<file path="config.mk">
export PLATFORM = sky130hd
export DESIGN_NAME = cpu_ctrl_fsm_param
export DESIGN_NICKNAME = d
export VERILOG_FILES = /design/src/rtl/cpu_ctrl_fsm_param.sv
export SDC_FILE = /design/constraint.sdc
export NUM_CORES = 1
export LEC_CHECK = 0
export ABC_AREA = 1
export BUFFER_PORTS_ARGS = -buffer_cell sky130_fd_sc_hd__buf_4
export CORE_AREA = 2 2 61 63
export DETAILED_ROUTE_END_ITERATION = 8
export DIE_AREA = 0 0 63 65
export GPL_TIMING_DRIVEN = 0
export PLACE_DENSITY = 0.73
export RECOVER_POWER = 50
export SKIP_CTS_REPAIR_TIMING = 1
export SLEW_MARGIN = 20
export SYNTH_ARGS = -nofsm -noshare
export SYNTH_HDL_FRONTEND = slang
export SYNTH_SLANG_ARGS = --single-unit
</file>
<file path="constraint.sdc">
create_clock -name clk -period 1.9 [get_ports clk]
set_input_delay 0.38 -clock clk [delete_from_list [all_inputs] [get_ports clk]]
set_output_delay 0.38 -clock clk [all_outputs]
set_load 0.01 [all_outputs]
</file>
<file path="src/rtl/cpu_ctrl_fsm_param.sv">
// Control sequencer for a shared-bus CPU: accepts {op, argX, argY} over valid/ready and
// drives one-hot register-load and bus-driver strobes, an ALU mode and status pulses.
module cpu_ctrl_fsm_param #(
  parameter int NUM_REGS = 8,
  parameter int OP_W     = 4,
  localparam int ADDR_W  = $clog2(NUM_REGS),
  localparam int IW      = OP_W + 2 * ADDR_W
) (
  input  logic                clk,
  input  logic                rst,
  input  logic [IW-1:0]       instr,
  input  logic                instr_valid,
  output logic                instr_ready,
  output logic [NUM_REGS-1:0] en_bus,
  output logic [NUM_REGS+1:0] tri_bus,
  output logic                a_en,
  output logic                g_en,
  output logic [1:0]          alu_op,
  output logic                done,
  output logic                illegal,
  output logic                halted,
  output logic [3:0]          o_dbg_state
);

  // Handshake: an instruction transfers on a rising edge where instr_valid and instr_ready
  // are both high; instr_ready depends only on the current state, never on instr_valid.

  typedef enum logic [3:0] {
    S_IDLE = 4'd0,
    S_LOAD = 4'd1,
    S_MOVE = 4'd2,
    S_EX1  = 4'd3,
    S_EX2  = 4'd4,
    S_EX3  = 4'd5,
    S_NOP  = 4'd6,
    S_ILL  = 4'd7,
    S_HALT = 4'd8
  } state_t;

  typedef struct packed {
    logic                ready;
    logic [NUM_REGS-1:0] en;
    logic [NUM_REGS+1:0] drv;
    logic                a_en;
    logic                g_en;
    logic [1:0]          alu;
    logic                done;
    logic                illegal;
    logic                halted;
  } out_t;

  localparam logic [OP_W-1:0] OP_LOAD = OP_W'(0);
  localparam logic [OP_W-1:0] OP_MOVE = OP_W'(1);
  localparam logic [OP_W-1:0] OP_ADD  = OP_W'(2);
  localparam logic [OP_W-1:0] OP_XOR  = OP_W'(3);
  localparam logic [OP_W-1:0] OP_SUB  = OP_W'(4);
  localparam logic [OP_W-1:0] OP_AND  = OP_W'(5);
  localparam logic [OP_W-1:0] OP_NOP  = OP_W'(6);
  localparam logic [OP_W-1:0] OP_HALT = OP_W'(7);

  function automatic state_t op_to_state(input logic [OP_W-1:0] op);
    state_t s;
    case (op)
      OP_LOAD:                        s = S_LOAD;
      OP_MOVE:                        s = S_MOVE;
      OP_ADD, OP_XOR, OP_SUB, OP_AND: s = S_EX1;
      OP_NOP:                         s = S_NOP;
      OP_HALT:                        s = S_HALT;
      default:                        s = S_ILL;
    endcase
    return s;
  endfunction

  // ALU op codes run ADD..AND consecutively, so the mode is the offset from ADD.
  function automatic out_t decode(input state_t s, input logic [IW-1:0] ir);
    out_t                o;
    logic [OP_W-1:0]     op;
    logic [ADDR_W-1:0]   ax;
    logic [ADDR_W-1:0]   ay;
    logic [OP_W-1:0]     alu_off;
    op      = ir[IW-1 -: OP_W];
    ax      = ir[2*ADDR_W-1 -: ADDR_W];
    ay      = ir[ADDR_W-1:0];
    alu_off = op - OP_ADD;
    o       = '0;
    case (s)
      S_IDLE: o.ready = 1'b1;
      S_LOAD: begin
        o.en           = NUM_REGS'(1) << ax;
        o.drv[NUM_REGS] = 1'b1;
        o.done         = 1'b1;
        o.ready        = 1'b1;
      end
      S_MOVE: begin
        o.en    = NUM_REGS'(1) << ax;
        o.drv   = (NUM_REGS+2)'(1) << ay;
        o.done  = 1'b1;
        o.ready = 1'b1;
      end
      S_EX1: begin
        o.drv  = (NUM_REGS+2)'(1) << ax;
        o.a_en = 1'b1;
      end
      S_EX2: begin
        o.drv  = (NUM_REGS+2)'(1) << ay;
        o.g_en = 1'b1;
        o.alu  = alu_off[1:0];
      end
      S_EX3: begin
        o.drv[NUM_REGS+1] = 1'b1;
        o.en              = NUM_REGS'(1) << ax;
        o.done            = 1'b1;
        o.ready           = 1'b1;
      end
      S_NOP: begin
        o.done  = 1'b1;
        o.ready = 1'b1;
      end
      S_ILL: begin
        o.illegal = 1'b1;
        o.done    = 1'b1;
        o.ready   = 1'b1;
      end
      S_HALT:  o.halted = 1'b1;
      default: o = '0;
    endcase
    return o;
  endfunction

  state_t          r_state;
  logic [IW-1:0]   r_ir;
  out_t            r_out;

  state_t          w_next_state;
  logic [IW-1:0]   w_next_ir;
  logic            w_accept;

  assign w_accept = instr_valid & r_out.ready;

  always_comb begin
    w_next_state = S_IDLE;
    w_next_ir    = r_ir;
    if (w_accept) begin
      w_next_ir    = instr;
      w_next_state = op_to_state(instr[IW-1 -: OP_W]);
    end else begin
      case (r_state)
        S_EX1:   w_next_state = S_EX2;
        S_EX2:   w_next_state = S_EX3;
        S_HALT:  w_next_state = S_HALT;
        default: w_next_state = S_IDLE;
      endcase
    end
  end

  // Outputs are registered from the next state, so they are a clean Moore decode of r_state/r_ir.
  always_ff @(posedge clk or negedge rst) begin
    if (!rst) begin
      r_state   <= S_IDLE;
      r_ir      <= '0;
      r_out     <= '0;
      r_out.ready <= 1'b1;
    end else begin
      r_state <= w_next_state;
      r_ir    <= w_next_ir;
      r_out   <= decode(w_next_state, w_next_ir);
    end
  end

  assign instr_ready = r_out.ready;
  assign en_bus      = r_out.en;
  assign tri_bus     = r_out.drv;
  assign a_en        = r_out.a_en;
  assign g_en        = r_out.g_en;
  assign alu_op      = r_out.alu;
  assign done        = r_out.done;
  assign illegal     = r_out.illegal;
  assign halted      = r_out.halted;
  assign o_dbg_state = r_state;

endmodule

</file>
==> metrics.txt <==
post-synth top area cell dfrtp_1; Area contributors post-synth dfrtp_1 (57%), nand2_1 (9.2%), nor2_1 (6.2%); post-synthesis sequential area ratio between 50% and 60%; post-DR wirelength/cell 10.5 um; area of the core 3500 um^2; placed instance count approximately 270; number of synthesized flops with an enable pin 0; final std cells w/o fill 275; Top Ports 43; Post-Synthesis Cells 176; Final setup viols 0; DIE WIDTH 63 um; Max-slew headroom between 40% and 50%; most common cell in the netlist nand2_1; vias post-DR between 1000 and 1500; Post-Synth Simple-Gate Area just under 30%; Power Internal 0.00158 W; arrival time of the worst setup path 1.89 ns; Initial Utilization 46.7%; vias in the first global route 1174; Port Buffers 42; HP Start instr[7]; switching power 0.000999 W; pre-CTS setup slack 0.250 ns; TritonCTS clock tree done; largest net degree at the start of global routing 39; Distinct cells, synth 25; RR Endpoint en_bus[5]; final setup margin roughly 0.24 ns; proportion of layout cells with a drive suffix above 1 31.3%; post-synthesis compound-gate area fraction 7.43%; Worst setup EP type flip-flop; mux contribution to synthesized area 0%; hold crit path type primary input to flip-flop; Pleak 1.06 nW; Tmin final 1.66 ns; Hold WS 0.307 ns; Post-Synth Adder-Cell Area 0%; Antenna Nets Post-Route 0; VDD IR-drop max 0.564 mV; RD Place Congestion between 0.8 and 0.9; first-pass GRT wire length roughly 5000 um; crit path kind flip-flop to flip-flop; ANT cells 0; Syn. warnings 0; xor and xnor area share after synthesis 0%; worst hold stages 3; Worst setup SP type flip-flop; final WL around 2900 um; total die area 4100 um^2; Max Slew Vio Count 0; Mean Syn Cell Area 9.28 um^2; global-route usage over all layers 16.5%; # clock sinks 38; R2R Setup Slk 0.24 ns; Worst-Margin Slew 0.862 ns; nets approximately 240; Syn-to-layout area delta 24.3%; status finished, final reports clean; asr flop ratio synth 100%; mapped cell area around 1600 um^2; hold-critical path endpoint r_ir[7]; Worst-path clk slew around 0.1 ns; CTS root buf clkbuf_4; max-cap viol count 0; global route overflow 0; Syn Nets 189; Iteration-0 DRC Markers 22; f_max 601 MHz; setup_tns 0 ns; Clock Power Share roughly 15%; via-per-instance ratio 4.53; Post-synth top cells nand2_1 (40), dfrtp_1 (37), nor2_1 (27); later-pin clock latency in the skew report 0.34 ns; R2R cell count 9; sw frac roughly two fifths; H-tree depth 2; RR Startpoint instr_ready; Flop pwr share between 40% and 50%; Fin. Hold Viols 0; #FFs+latches synth 38; post-DP HPWL 2200 um; largest family of logic cells by synthesized area simple AND/OR/NAND/NOR gates; ys flop type dfrtp_1; DIE HEIGHT 65 um; initial antenna violation count 0; peak fanout along the critical path 9; DRC violations left 0; Worst Path Required 2.12 ns; drt pass-1 iters 4; Max Clock Skew 0.00777 ns; share of the synthesized area in the top cell type 56.7%; combinational share of power between 40% and 50%; TritonCTS buffer count 5; PD cells 1270 nW/um^2; RSZ-0062 raised after global routing false; Rows 22; CTS max path bufs 2; total power about 0.0026 W; fin crit share between 80 and 90%
[through the flow]
step                      utilization (%)  area [um^2]
after CTS                            58.9         2060
after floorplan                         -         1630
after global placement               57.5         2010
final                                58.1         2030
after global routing                 58.1         2030
after detailed placement             57.5         2010
[cell type report]
type,instances,area [um^2]
Fill cell,346,1460
Sequential cell,38,952
Multi-Input combinational cell,118,601
Timing Repair Buffer,43,289
Inverter,19,73.8
Tap cell,48,60.1
Clock buffer,8,48.8
Buffer,1,7.51
[flip-flops by register name (all words and copies together), names as in the netlist]
register / flops
r_ir: 8
alu_op: 2
g_en: 1
done: 1
illegal: 1
instr_ready: 1
tri_bus: 10
halted: 1
a_en: 1
o_dbg_state: 4
en_bus: 8
[placed cells by master, fill, tap and decap left out]
cell	n
nand2_2	9
nand2_1	40
buf_4	33
o21bai_1	1
o21ai_1	5
or2_4	1
dlygate4sd3_1	1
nand3_1	6
nor2_1	27
or2_1	3
nor3_1	1
a21oi_1	1
and2_1	1
o21ai_4	2
inv_4	1
clkbuf_2	1
o21ai_0	5
dfstp_1	1
o21ai_2	3
clkbuf_4	5
inv_2	5
inv_1	13
nand3_2	3
dfrtp_1	37
nor2_4	2
nand4_1	2
clkbuf_1	12
or2_2	3
nor2_2	3
[power groups by stage]
stage / registers, W / clock network (W) / logic [W]
2_1_floorplan: 0.00118 / 0 / 0.000686
3_3_place_gp: 0.00111 / 0 / 0.00113
3_5_place_dp: 0.00111 / 0 / 0.00115
4_1_cts: 0.00110 / 0.000401 / 0.00115
5_1_grt: 0.00112 / 0.000444 / 0.00124
6_report: 0.00109 / 0.000387 / 0.00110
[per-layer routing]
layer / track usage [%] / vias to the layer above / part of all wire [%]
met5: 0 / - / 0
met3: 4.69 / 6 / 5.7
met2: 24.9 / 35 / 46
met4: 7.50 / 0 / 2.1
li1: - / 645 / -
met1: 22.0 / 559 / 46
[logic make-up (layout without fill, tap and decap cells)]
logic type / after synthesis / in the layout
buffers and inverters: 20 / 71
flip-flops: 38 / 38
AO/OA/AOI/OAI: 17 / 17
AND/OR/NAND/NOR: 101 / 101
[how the worst max path moves through the flow]
stage | slack (ns) | cells after the start | start | end
2_1_floorplan | 0.38 | 8 | instr_ready | en_bus[0]
3_3_place_gp | 0.26 | 8 | instr_ready | en_bus[0]
4_1_cts | 0.24 | 9 | instr_ready | en_bus[6]
5_1_grt | 0.04 | 9 | instr_ready | en_bus[6]
3_5_place_dp | 0.25 | 8 | instr_ready | en_bus[0]
6_report | 0.24 | 9 | instr_ready | en_bus[5]
[worst max-delay path, stage by stage, from the launching register on]
cell,delay (ns)
dfstp_1,0.54
nand2_2,0.11
nor2_2,0.16
nand2_1,0.11
nand2_2,0.12
inv_2,0.05
nand3_2,0.11
nand2_2,0.08
nor2_4,0.21
nor2_1,0.07
(Power assumes the default switching activity.)
